<file path="config.mk">
export PLATFORM = sky130hd
export DESIGN_NAME = pdecoder24_hold
export DESIGN_NICKNAME = d
export VERILOG_FILES = /design/src/rtl/pdecoder24_hold.sv
export SDC_FILE = /design/constraint.sdc
export NUM_CORES = 1
export LEC_CHECK = 0
export ABC_AREA = 0
export BUFFER_PORTS_ARGS = -buffer_cell sky130_fd_sc_hd__buf_2
export CAP_MARGIN = 20
export CORE_MARGIN = 1
export CORE_UTILIZATION = 40
export DETAILED_ROUTE_END_ITERATION = 10
export GPL_ROUTABILITY_DRIVEN = 0
export HOLD_SLACK_MARGIN = 0.15
export PLACE_DENSITY = 0.62
export SETUP_SLACK_MARGIN = 0.02
export SLEW_MARGIN = 10
export SYNTH_ARGS = -nofsm -noshare
export SYNTH_HDL_FRONTEND = slang
export SYNTH_SLANG_ARGS = --single-unit
</file>
<file path="constraint.sdc">
create_clock -name clk -period 6.1 [get_ports clk]
set_clock_uncertainty 0.1 [all_clocks]
set_input_delay 0.61 -clock clk [delete_from_list [all_inputs] [get_ports clk]]
set_output_delay 0.61 -clock clk [all_outputs]
set_load 0.02 [all_outputs]
</file>
<file path="src/rtl/pdecoder24_hold.sv">
// Registered 2-to-4 decoder with a per-code hold time, a one-deep pending buffer
// and a sticky error flag for codes that were dropped.
module pdecoder24_hold #(
  parameter int HOLD = 4,
  parameter int CW   = 8
) (
  input  logic clk,
  input  logic rst,
  input  logic I1,
  input  logic I2,
  input  logic V,
  output logic O1,
  output logic O2,
  output logic O3,
  output logic O4,
  output logic BUSY,
  output logic ERR
);

  typedef enum logic {
    IDLE   = 1'b0,
    ACTIVE = 1'b1
  } state_t;

  localparam logic [CW-1:0] RELOAD = CW'(HOLD - 1);

  state_t      state_q, state_d;
  logic [1:0]  code_q, code_d;
  logic [CW-1:0] cnt_q, cnt_d;
  logic        pend_vld_q, pend_vld_d;
  logic [1:0]  pend_code_q, pend_code_d;
  logic        err_q, err_d;
  logic [3:0]  onehot_q, onehot_d;
  logic        busy_q, busy_d;
  logic [1:0]  code_in;

  assign code_in = {I2, I1};

  always_comb begin
    state_d     = state_q;
    code_d      = code_q;
    cnt_d       = cnt_q;
    pend_vld_d  = pend_vld_q;
    pend_code_d = pend_code_q;
    err_d       = err_q;

    case (state_q)
      IDLE: begin
        if (V) begin
          state_d = ACTIVE;
          code_d  = code_in;
          cnt_d   = RELOAD;
        end
      end
      ACTIVE: begin
        if (cnt_q != '0) begin
          cnt_d = cnt_q - 1'b1;
          if (V) begin
            if (!pend_vld_q) begin
              pend_vld_d  = 1'b1;
              pend_code_d = code_in;
            end else begin
              err_d = 1'b1;
            end
          end
        end else if (pend_vld_q) begin
          // Final hold cycle: pending slot drains while a new code may refill it.
          code_d     = pend_code_q;
          cnt_d      = RELOAD;
          pend_vld_d = V;
          if (V) pend_code_d = code_in;
        end else if (V) begin
          code_d = code_in;
          cnt_d  = RELOAD;
        end else begin
          state_d = IDLE;
        end
      end
      default: state_d = IDLE;
    endcase

    onehot_d = '0;
    if (state_d == ACTIVE) onehot_d[code_d] = 1'b1;
    busy_d = (state_d == ACTIVE);
  end

  always_ff @(posedge clk) begin
    if (rst) begin
      state_q     <= IDLE;
      code_q      <= '0;
      cnt_q       <= '0;
      pend_vld_q  <= 1'b0;
      pend_code_q <= '0;
      err_q       <= 1'b0;
      onehot_q    <= '0;
      busy_q      <= 1'b0;
    end else begin
      state_q     <= state_d;
      code_q      <= code_d;
      cnt_q       <= cnt_d;
      pend_vld_q  <= pend_vld_d;
      pend_code_q <= pend_code_d;
      err_q       <= err_d;
      onehot_q    <= onehot_d;
      busy_q      <= busy_d;
    end
  end

  assign O1   = onehot_q[0];
  assign O2   = onehot_q[1];
  assign O3   = onehot_q[2];
  assign O4   = onehot_q[3];
  assign BUSY = busy_q;
  assign ERR  = err_q;

endmodule

</file>
==> impl_metrics.toml, run 1 <==
[status]
outcome = "finished, final reports clean"

[clock_tree]
post_cts_buffers = 0
h-tree-depth = 1
path_clk_slew_ns = 0.11
clockBufferDepth = 2
cts_resized = 0
cts_tree = "yes"
cts_made_buffers = 3
insertion_delay_ns = 0.30
cts-root-buf = "clkbuf_4"
clock-sinks = 19
postCtsHoldBufs = 0

[timing]
maxSlewHeadroom_pct = 51.05
hold_ws_ns = 0.3724
finalSetupTns_ns = 0
hold_viol = 0
slew_viol_final = 0
max_freq_mhz = 448.5
rsz0062_at_grt = "no"
finalCritPeriodShare_pct = 36.55
period_needed_ns = 2.230
worst_slew_pin_slew_ns = 0.7276
setup_viol = 0

[critical_path]
cpPeakStageDelay_ns = 0.49
crit_slowest_cell = "or3b_1"
crit_fanout = 6
crit_start = "cnt_q[0]"
reg2reg_to = "pend_code_q[0]"
cp-end-kind = "register"
worstSetupPathType = "register to register"
arrival_ns = 2.36
critPathCapture = "pend_code_q[0]"
ff2ff_setup_slack_ns = 3.87
path_cells = "inv_1 > ha_1 > or3b_1 > nor2_1 > inv_1 > ha_1 > and3_1 > mux2i_1"
worstSetupStartpointType = "register"
required_ns = 6.23
crit-reg2reg-launch = "cnt_q[0]"
rr_worst_depth = 8

[logic_synthesis]
ys_seq_area_share_pct = 37.72
synth_area_leaders = "dfxtp_1 (38%), nand2b_1 (5.0%), nor2_1 (3.3%)"
syn_nets = 120
ys_ff_latch = 19
syn_area_um2 = 1008
synth_ff_type = "dfxtp_1"
synth_top_cell_by_area = "dfxtp_1"
yosys_warnings = 0
synth_edf_count = 0
synthArstFlopShare_pct = 0
avgSynthCellArea_um2 = 8.924
syn_inst = 113
synth_cell_types = 42
synth_top_area_share_pct = 37.72

[floorplan]
die-area_um2 = 2726
design.core.area_um2 = 2297
die_h_um = 52.21
top_level_ports = 11
initial_utilization_pct = 43.90
die_w_um = 52.21
num_rows = 17

[detailed_routing]
wl_per_cell_um = 13.59
ant_nets = 0
firstDrtPassIters = 4
vias_per_cell = 5.450
wirelength_um = 2025
drc_errors = 0
dr_total_vias = 812
detail_route.iter0.violations = 8

[grt]
antenna_found_initial = 0
grt_start_max_net_pins = 22
grt_pass1_wl_um = 3394
grt_pass1_vias = 773
grt_remaining_overflow = 0
grt_usage_pct = 17.19

[worst_hold_path]
hp-class = "register to register"

[pwr]
power_density_nw_per_um2 = 255.7
ir_worst_vdd_mv = 0.1674
p_leak_nw = 0.4118

[finish]
fin_nets = 129
area_growth_pct = 8.065
diodes = 0
final_cell_area_um2 = 1090
regArea_um2 = 380.4
fill_cells = 247
final_common_cell = "dfxtp_1"
fin_util_pct = 47.44
final_cell_mix = "dfxtp_1 (19), buf_2 (10), nor2_1 (9)"
multi_input_area_um2 = 574.3
layout-drive-gt1-share_pct = 23.14

[job]
cap_violations = 0

[place]
dpl_cell_area_um2 = 1062
portBuffers = 10
post-dp-hpwl_um = 1446
-- registers in the layout, summed over array words and instances, names as in the netlist --
| register | cells |
|---|---|
| pend_vld_q | 1 |
| onehot_q | 4 |
| cnt_q | 8 |
| ERR | 1 |
| pend_code_q | 2 |
| BUSY | 1 |
| code_q | 2 |
-- how the worst min path moves through the flow --
stage	start	endpoint	slack (ns)	cells past startpoint
final	ERR	ERR	0.37	2
after global placement	ERR	ERR	0.34	2
after global routing	pend_code_q[1]	pend_code_q[1]	0.42	2
after floorplan	pend_code_q[1]	pend_code_q[1]	0.34	2
after CTS	ERR	ERR	0.38	2
after detailed placement	ERR	ERR	0.36	2
-- power by group --
| group | leakage (nW) | switching, mW | total [mW] | internal, mW |
|---|---|---|---|---|
| Clock | 0.0177 | 0.0394 | 0.0638 | 0.0245 |
| Sequential | 0.155 | 0.0114 | 0.145 | 0.134 |
| Combinational | 0.239 | 0.0402 | 0.0697 | 0.0295 |
| Total | 0.412 | 0.0910 | 0.279 | 0.188 |
-- cell usage after synthesis, types with 2 or more instances --
cell / count
a211oi_1: 2
a21o_1: 2
a21oi_1: 6
a31oi_1: 2
buf_4: 2
clkbuf_1: 2
dfxtp_1: 19
ha_1: 2
inv_1: 6
mux2_2: 3
mux2i_1: 2
nand2_1: 6
nand2b_1: 8
nand3_1: 5
nor2_1: 9
nor2b_1: 4
nor3_1: 2
nor4_1: 2
o21ai_0: 6
-- kinds of logic (layout without fill, tap and decap cells) --
| family | count (synthesis) | count (layout) | share of synthesized area, % |
|---|---|---|---|
| and+or+nand+nor | 47 | 47 | 27.92 |
| AOI/OAI and AO/OA | 28 | 28 | 21.22 |
| DFF | 19 | 19 | 37.72 |
| buffers and inverters | 12 | 20 | 5.334 |
| muxes | 5 | 5 | 5.335 |
| adders and majority gates | 2 | 2 | 2.481 |
-- final cells by class --
class | count | area share, %
tap | 28 | 3.215
clock inverter | 1 | 0.4592
clock buffer | 3 | 2.067
timing repair buffer | 10 | 4.592
inverter | 6 | 2.067
sequential | 19 | 34.90
multi-input combinational | 82 | 52.70
-- critical path: cells and delay by family (launching register included) --
kind | cells | cell delay (ns)
adder cells (fa/ha/maj) | 2 | 0.44
buffers and inverters | 2 | 0.13
flip-flops | 1 | 0.36
multiplexers | 1 | 0.22
AND/OR/NAND/NOR | 3 | 0.91
-- per-layer routing --
layer  up-vias  GRT usage (%)  part of all wire, %
met2        12          27.78                   48
met5         -              0                    0
met3         5          5.217                  3.3
li1        421              -                    -
met1       374          21.85                   48
met4         0          5.263                  1.4
-- metrics by stage --
step           setup slack, ns  cells  total power, mW
2_1_floorplan            4.075    113           0.2027
3_3_place_gp             3.991    145           0.2162
3_5_place_dp             3.899    145           0.2181
4_1_cts                  3.849    149           0.2842
5_1_grt                  3.756    149           0.2960
6_report                 3.870    149           0.2787
Power figures use the tool's default switching activity.
==> run 2, diff against run 1 <==
Clock period 6.1 ns to 2.09 ns, I/O delays scaled along.
==> run 2 against run 1 <==
Against the previous run: design area increased by 12%; critical path depth down 1; count of clock-buffer cells in the layout did not move; sequential share of layout area decreased by 3.7 points; global-route usage up 0.61 points; combinational power rose to 3.9 times the previous value; worst setup slack worse by 3.7 ns.
==> impl_metrics.toml, run 2 (synthesis gave the netlist of run 1 again) <==
[critical_path]
required_ns = 2.23
worstSetupPathType = "register to register"
worstSetupStartpointType = "register"
arrival_ns = 2.10
crit_fanout = 5
cp-end-kind = "register"

[pwr]
internal_power_mw = 0.5944
p_leak_nw = 0.4715
power_density_nw_per_um2 = 718.7
seqPwrFrac_pct = 47.8
total_power_mw = 0.8759
p_comb_share_pct = 30.7
power.share.clock_pct = 21.5
p_switching_mw = 0.2815
ir_worst_vdd_mv = 0.6762
switching_share_pct = 32.14

[grt]
grt_remaining_overflow = 0
antenna_found_initial = 0
grt_start_max_net_pins = 21
grt_usage_pct = 17.80
grt_pass1_wl_um = 3484
grt_pass1_vias = 757

[clock_tree]
path_clk_slew_ns = 0.11
post_cts_buffers = 0
insertion_delay_ns = 0.30
clockBufferDepth = 2
cts_made_buffers = 3
cts_tree = "yes"
cts-root-buf = "clkbuf_4"
clock-sinks = 19
h-tree-depth = 1

[detailed_routing]
firstDrtPassIters = 4
vias_per_cell = 5.273
detail_route.iter0.violations = 11
drc_errors = 0
wirelength_um = 2108
dr_total_vias = 849
wl_per_cell_um = 13.09
ant_nets = 0

[finish]
fill_cells = 239
diodes = 0
final_common_cell = "dfxtp_1"
fin_nets = 141
final_cell_mix = "dfxtp_1 (19), buf_2 (10), buf_4 (10)"
largest_reg_flops = 8
top_register = "cnt_q"
largestRegisters = "cnt_q (8), onehot_q (4)"
area_growth_pct = 20.84
layout-drive-gt1-share_pct = 31.58

[timing]
period_needed_ns = 1.964
max_freq_mhz = 509.2
maxSlewHeadroom_pct = 61.90
setup_viol = 0
finalCritPeriodShare_pct = 93.96
finalSetupTns_ns = 0
slew_viol_final = 0
worst_slew_pin_slew_ns = 0.5707
hold_viol = 0
rsz0062_at_grt = "no"

[place]
post-dp-hpwl_um = 1494
portBuffers = 10

[floorplan]
top_level_ports = 11
die_h_um = 52.21
num_rows = 17
initial_utilization_pct = 43.90
die-area_um2 = 2726
design.core.area_um2 = 2297
die_w_um = 52.21

[worst_hold_path]
hp-class = "primary input to register"

[status]
outcome = "finished, final reports clean"

[job]
cap_violations = 0
==> run 2: cell types whose count changed in the layout (fill, tap and decap cells not counted), sizes merged <==
cell,previous run,this run
dlygate4sd3,0,2
buf,10,20
==> run 2: metal layers <==
metal  part of all wire (%)  up-vias  GRT usage, %
li1                       -      445             -
met1                     49      385         24.51
met2                     44       17         27.35
met3                    5.6        2         6.087
met4                   0.66        0         2.632
met5                      0        -             0
==> run 2: final timing paths <==
path | cells after the start | startpoint | endpoint | slack [ns]
worst max-delay path | 7 | cnt_q[1] | pend_code_q[1] | 0.13
worst min-delay path | 2 | rst | code_q[0] | 0.19
worst max register to register | 7 | cnt_q[1] | pend_code_q[1] | 0.13
worst min register to register | 2 | pend_code_q[1] | pend_code_q[1] | 0.38
==> run 2: per-stage QoR <==
| step | hold WS [ns] | utilization (%) | instances | area (um2) | setup WS, ns |
|---|---|---|---|---|---|
| after floorplan | 0.2647 | - | 113 | 1008 | 0.06544 |
| after global placement | 0.3437 | 49.51 | 155 | 1137 | 0.1280 |
| after detailed placement | 0.3656 | 49.51 | 155 | 1137 | 0.09668 |
| after CTS | 0.1724 | 51.58 | 161 | 1185 | 0.05295 |
| after global routing | 0.1792 | 53.05 | 161 | 1219 | 0.03260 |
| final | 0.1896 | 53.05 | 161 | 1219 | 0.1262 |
==> run 2: power by group through the flow <==
stage          registers [mW]  logic, mW  clock network, mW
6_report                0.419      0.269              0.188
5_1_grt                 0.422      0.297              0.214
4_1_cts                 0.417      0.250              0.199
3_5_place_dp            0.425      0.246                  0
3_3_place_gp            0.425      0.243                  0
2_1_floorplan           0.429      0.163                  0
==> run 2: cell type report <==
class	count	area [um2]	area share, %
repair buffers	22	145.1	11.91
clock buffers	3	22.52	1.848
flip-flops and latches	19	380.4	31.21
multi-input cells	82	608.1	49.90
inverters	6	22.52	1.848
well taps	28	35.03	2.875
clock inverters	1	5.005	0.4107
==> run 2: worst max-delay path, cell delays in order, from the launching register on <==
cell	delay, ns
dfxtp_1	0.34
inv_1	0.11
ha_4	0.15
or3b_4	0.38
buf_4	0.17
o31ai_1	0.26
and3_4	0.24
mux2i_1	0.17
==> run 2: timing repair <==
action                                  4_1_cts  5_1_grt
endpoints found under the hold margin         2        0
endpoints found under the setup margin        0        7
gates resized for setup                       0        7
hold buffers                                  2        0
==> run 3, diff against run 2 <==
Settings changed: CORE_UTILIZATION 40 to 42, PLACE_DENSITY 0.62 to 0.64.
==> run 3 against run 2 <==
Against the previous run: sequential power about the same; count of clock-buffer cells in the layout unchanged; highest routed layer unchanged; non-clock buffer count up 3; first-iteration DRC count up 64%; sequential share of layout area down 0.47 points; wire length up 11%; worst setup slack worse by 0.051 ns.
==> impl_metrics.toml, run 3 (synthesis gave the netlist of run 1 again) <==
[status]
outcome = "finished, final reports clean"

[pwr]
total_power_mw = 0.8934
ir_worst_vdd_mv = 0.6378
power_density_nw_per_um2 = 721.9
p_leak_nw = 0.4843

[finish]
area_growth_pct = 22.71
multi_input_area_um2 = 604.3
stdcell_count = 164
regArea_um2 = 380.4
layout-drive-gt1-share_pct = 33.82
final_common_cell = "dfxtp_1"
largestRegisters = "cnt_q (8), onehot_q (4)"
largest_reg_flops = 8
fin_nets = 144
diodes = 0
fill_cells = 198
top_register = "cnt_q"
final_cell_mix = "dfxtp_1 (19), buf_4 (13), buf_2 (10)"

[timing]
max_freq_mhz = 496.3
period_needed_ns = 2.015
hold_viol = 0
rsz0062_at_grt = "yes"
worst_slew_pin_slew_ns = 0.4837
slew_viol_final = 0
setup_viol = 0
finalCritPeriodShare_pct = 96.41
maxSlewHeadroom_pct = 67.71

[critical_path]
ff2ff_setup_slack_ns = 0.08
worstSetupStartpointType = "register"
path_cells = "inv_1 > ha_2 > or3b_4 > buf_4 > o31ai_4 > a211oi_2 > nor4b_2"
cp.depth = 7
path_delay_family = "simple AND/OR/NAND/NOR gates"
crit_slowest_cell = "or3b_4"
crit_fanout = 5
required_ns = 2.22
reg2reg_to = "onehot_q[3]"
worstSetupPathType = "register to register"
arrival_ns = 2.14
cp-end-kind = "register"
cpPeakStageDelay_ns = 0.40
crit-reg2reg-launch = "cnt_q[1]"
critical_path_buf_inv_count = 2
rr_worst_depth = 7

[place]
portBuffers = 10
dp.cells = 157
post-dp-hpwl_um = 1590

[grt]
grt_start_max_net_pins = 21
antenna_found_initial = 0
grt_remaining_overflow = 0
grt_pass1_wl_um = 4133
grt_pass1_vias = 917
grt_usage_pct = 21.11

[clock_tree]
clock-sinks = 19
h-tree-depth = 1
path_clk_slew_ns = 0.11
insertion_delay_ns = 0.31
cts-root-buf = "clkbuf_4"
cts_tree = "yes"
clockBufferDepth = 2
cts_made_buffers = 3

[worst_hold_path]
worstHoldStart = "V"
hp-class = "primary input to register"
hold_depth = 3
min_to = "pend_vld_q"

[floorplan]
die_h_um = 51
initial_utilization_pct = 45.15
top_level_ports = 11
num_rows = 17
design.core.area_um2 = 2233
die-area_um2 = 2601
die_w_um = 51

[detailed_routing]
wirelength_um = 2337
vias_per_cell = 5.537
dr_total_vias = 908
ant_nets = 0
wl_per_cell_um = 14.25
detail_route.iter0.violations = 18
firstDrtPassIters = 4
drc_errors = 0

[job]
cap_violations = 0
## run 3: where the power goes
part	internal [mW]	switching, mW
Clock	0.0716	0.119
Sequential	0.390	0.0295
Combinational	0.139	0.143
## run 3: worst max-delay path by stage
stage	startpoint	slack, ns	endpoint
final	cnt_q[1]	0.08	onehot_q[3]
after global routing	cnt_q[1]	-0.003	pend_code_q[1]
after detailed placement	cnt_q[1]	0.06	onehot_q[2]
after floorplan	cnt_q[0]	0.07	pend_code_q[0]
after global placement	cnt_q[1]	0.13	cnt_q[1]
after CTS	cnt_q[1]	0.03	onehot_q[2]
## run 3: per-layer routing
layer / vias to the layer above / global-route usage [%] / wire length (um)
li1: 453 / - / -
met1: 439 / 26.50 / 1097
met2: 13 / 33.77 / 1143
met3: 3 / 6.845 / 79
met4: 0 / 6.944 / 17
met5: - / 0 / 0
## run 3: layout make-up
class / instances / area share (%)
clock buffer: 3 / 1.820
clock inverter: 1 / 0.4044
multi-input combinational: 82 / 48.84
inverter: 6 / 1.820
tap: 28 / 2.831
timing repair buffer: 25 / 13.55
sequential: 19 / 30.74
## run 3: repair_timing
action	4_1_cts	5_1_grt
endpoints found under the hold margin	2	0
buffers inserted	0	1
gates resized for setup	0	8
hold buffers	2	0
endpoints found under the setup margin	0	8
## run 3: worst register-to-register path, cell delays in order, from the launching register on
cell and delay, ns:
dfxtp_1 0.35, inv_1 0.08, ha_2 0.19, or3b_4 0.40, buf_4 0.17, o31ai_4 0.26, a211oi_2 0.14, nor4b_2 0.25
## run 3: stage by stage
step | cell area (um2) | TNS (ns) | util (%) | hold WS (ns) | setup slack [ns]
finish | 1237 | 0 | 55.41 | 0.1740 | 0.07507
global route | 1237 | -0.002755 | 55.41 | 0.1985 | -0.002755
CTS | 1200 | 0 | 53.73 | 0.1645 | 0.03115
detailed placement | 1152 | 0 | 51.60 | 0.3571 | 0.06181
global placement | 1152 | 0 | 51.60 | 0.3433 | 0.1305
floorplan | 1008 | 0 | - | 0.2647 | 0.06544
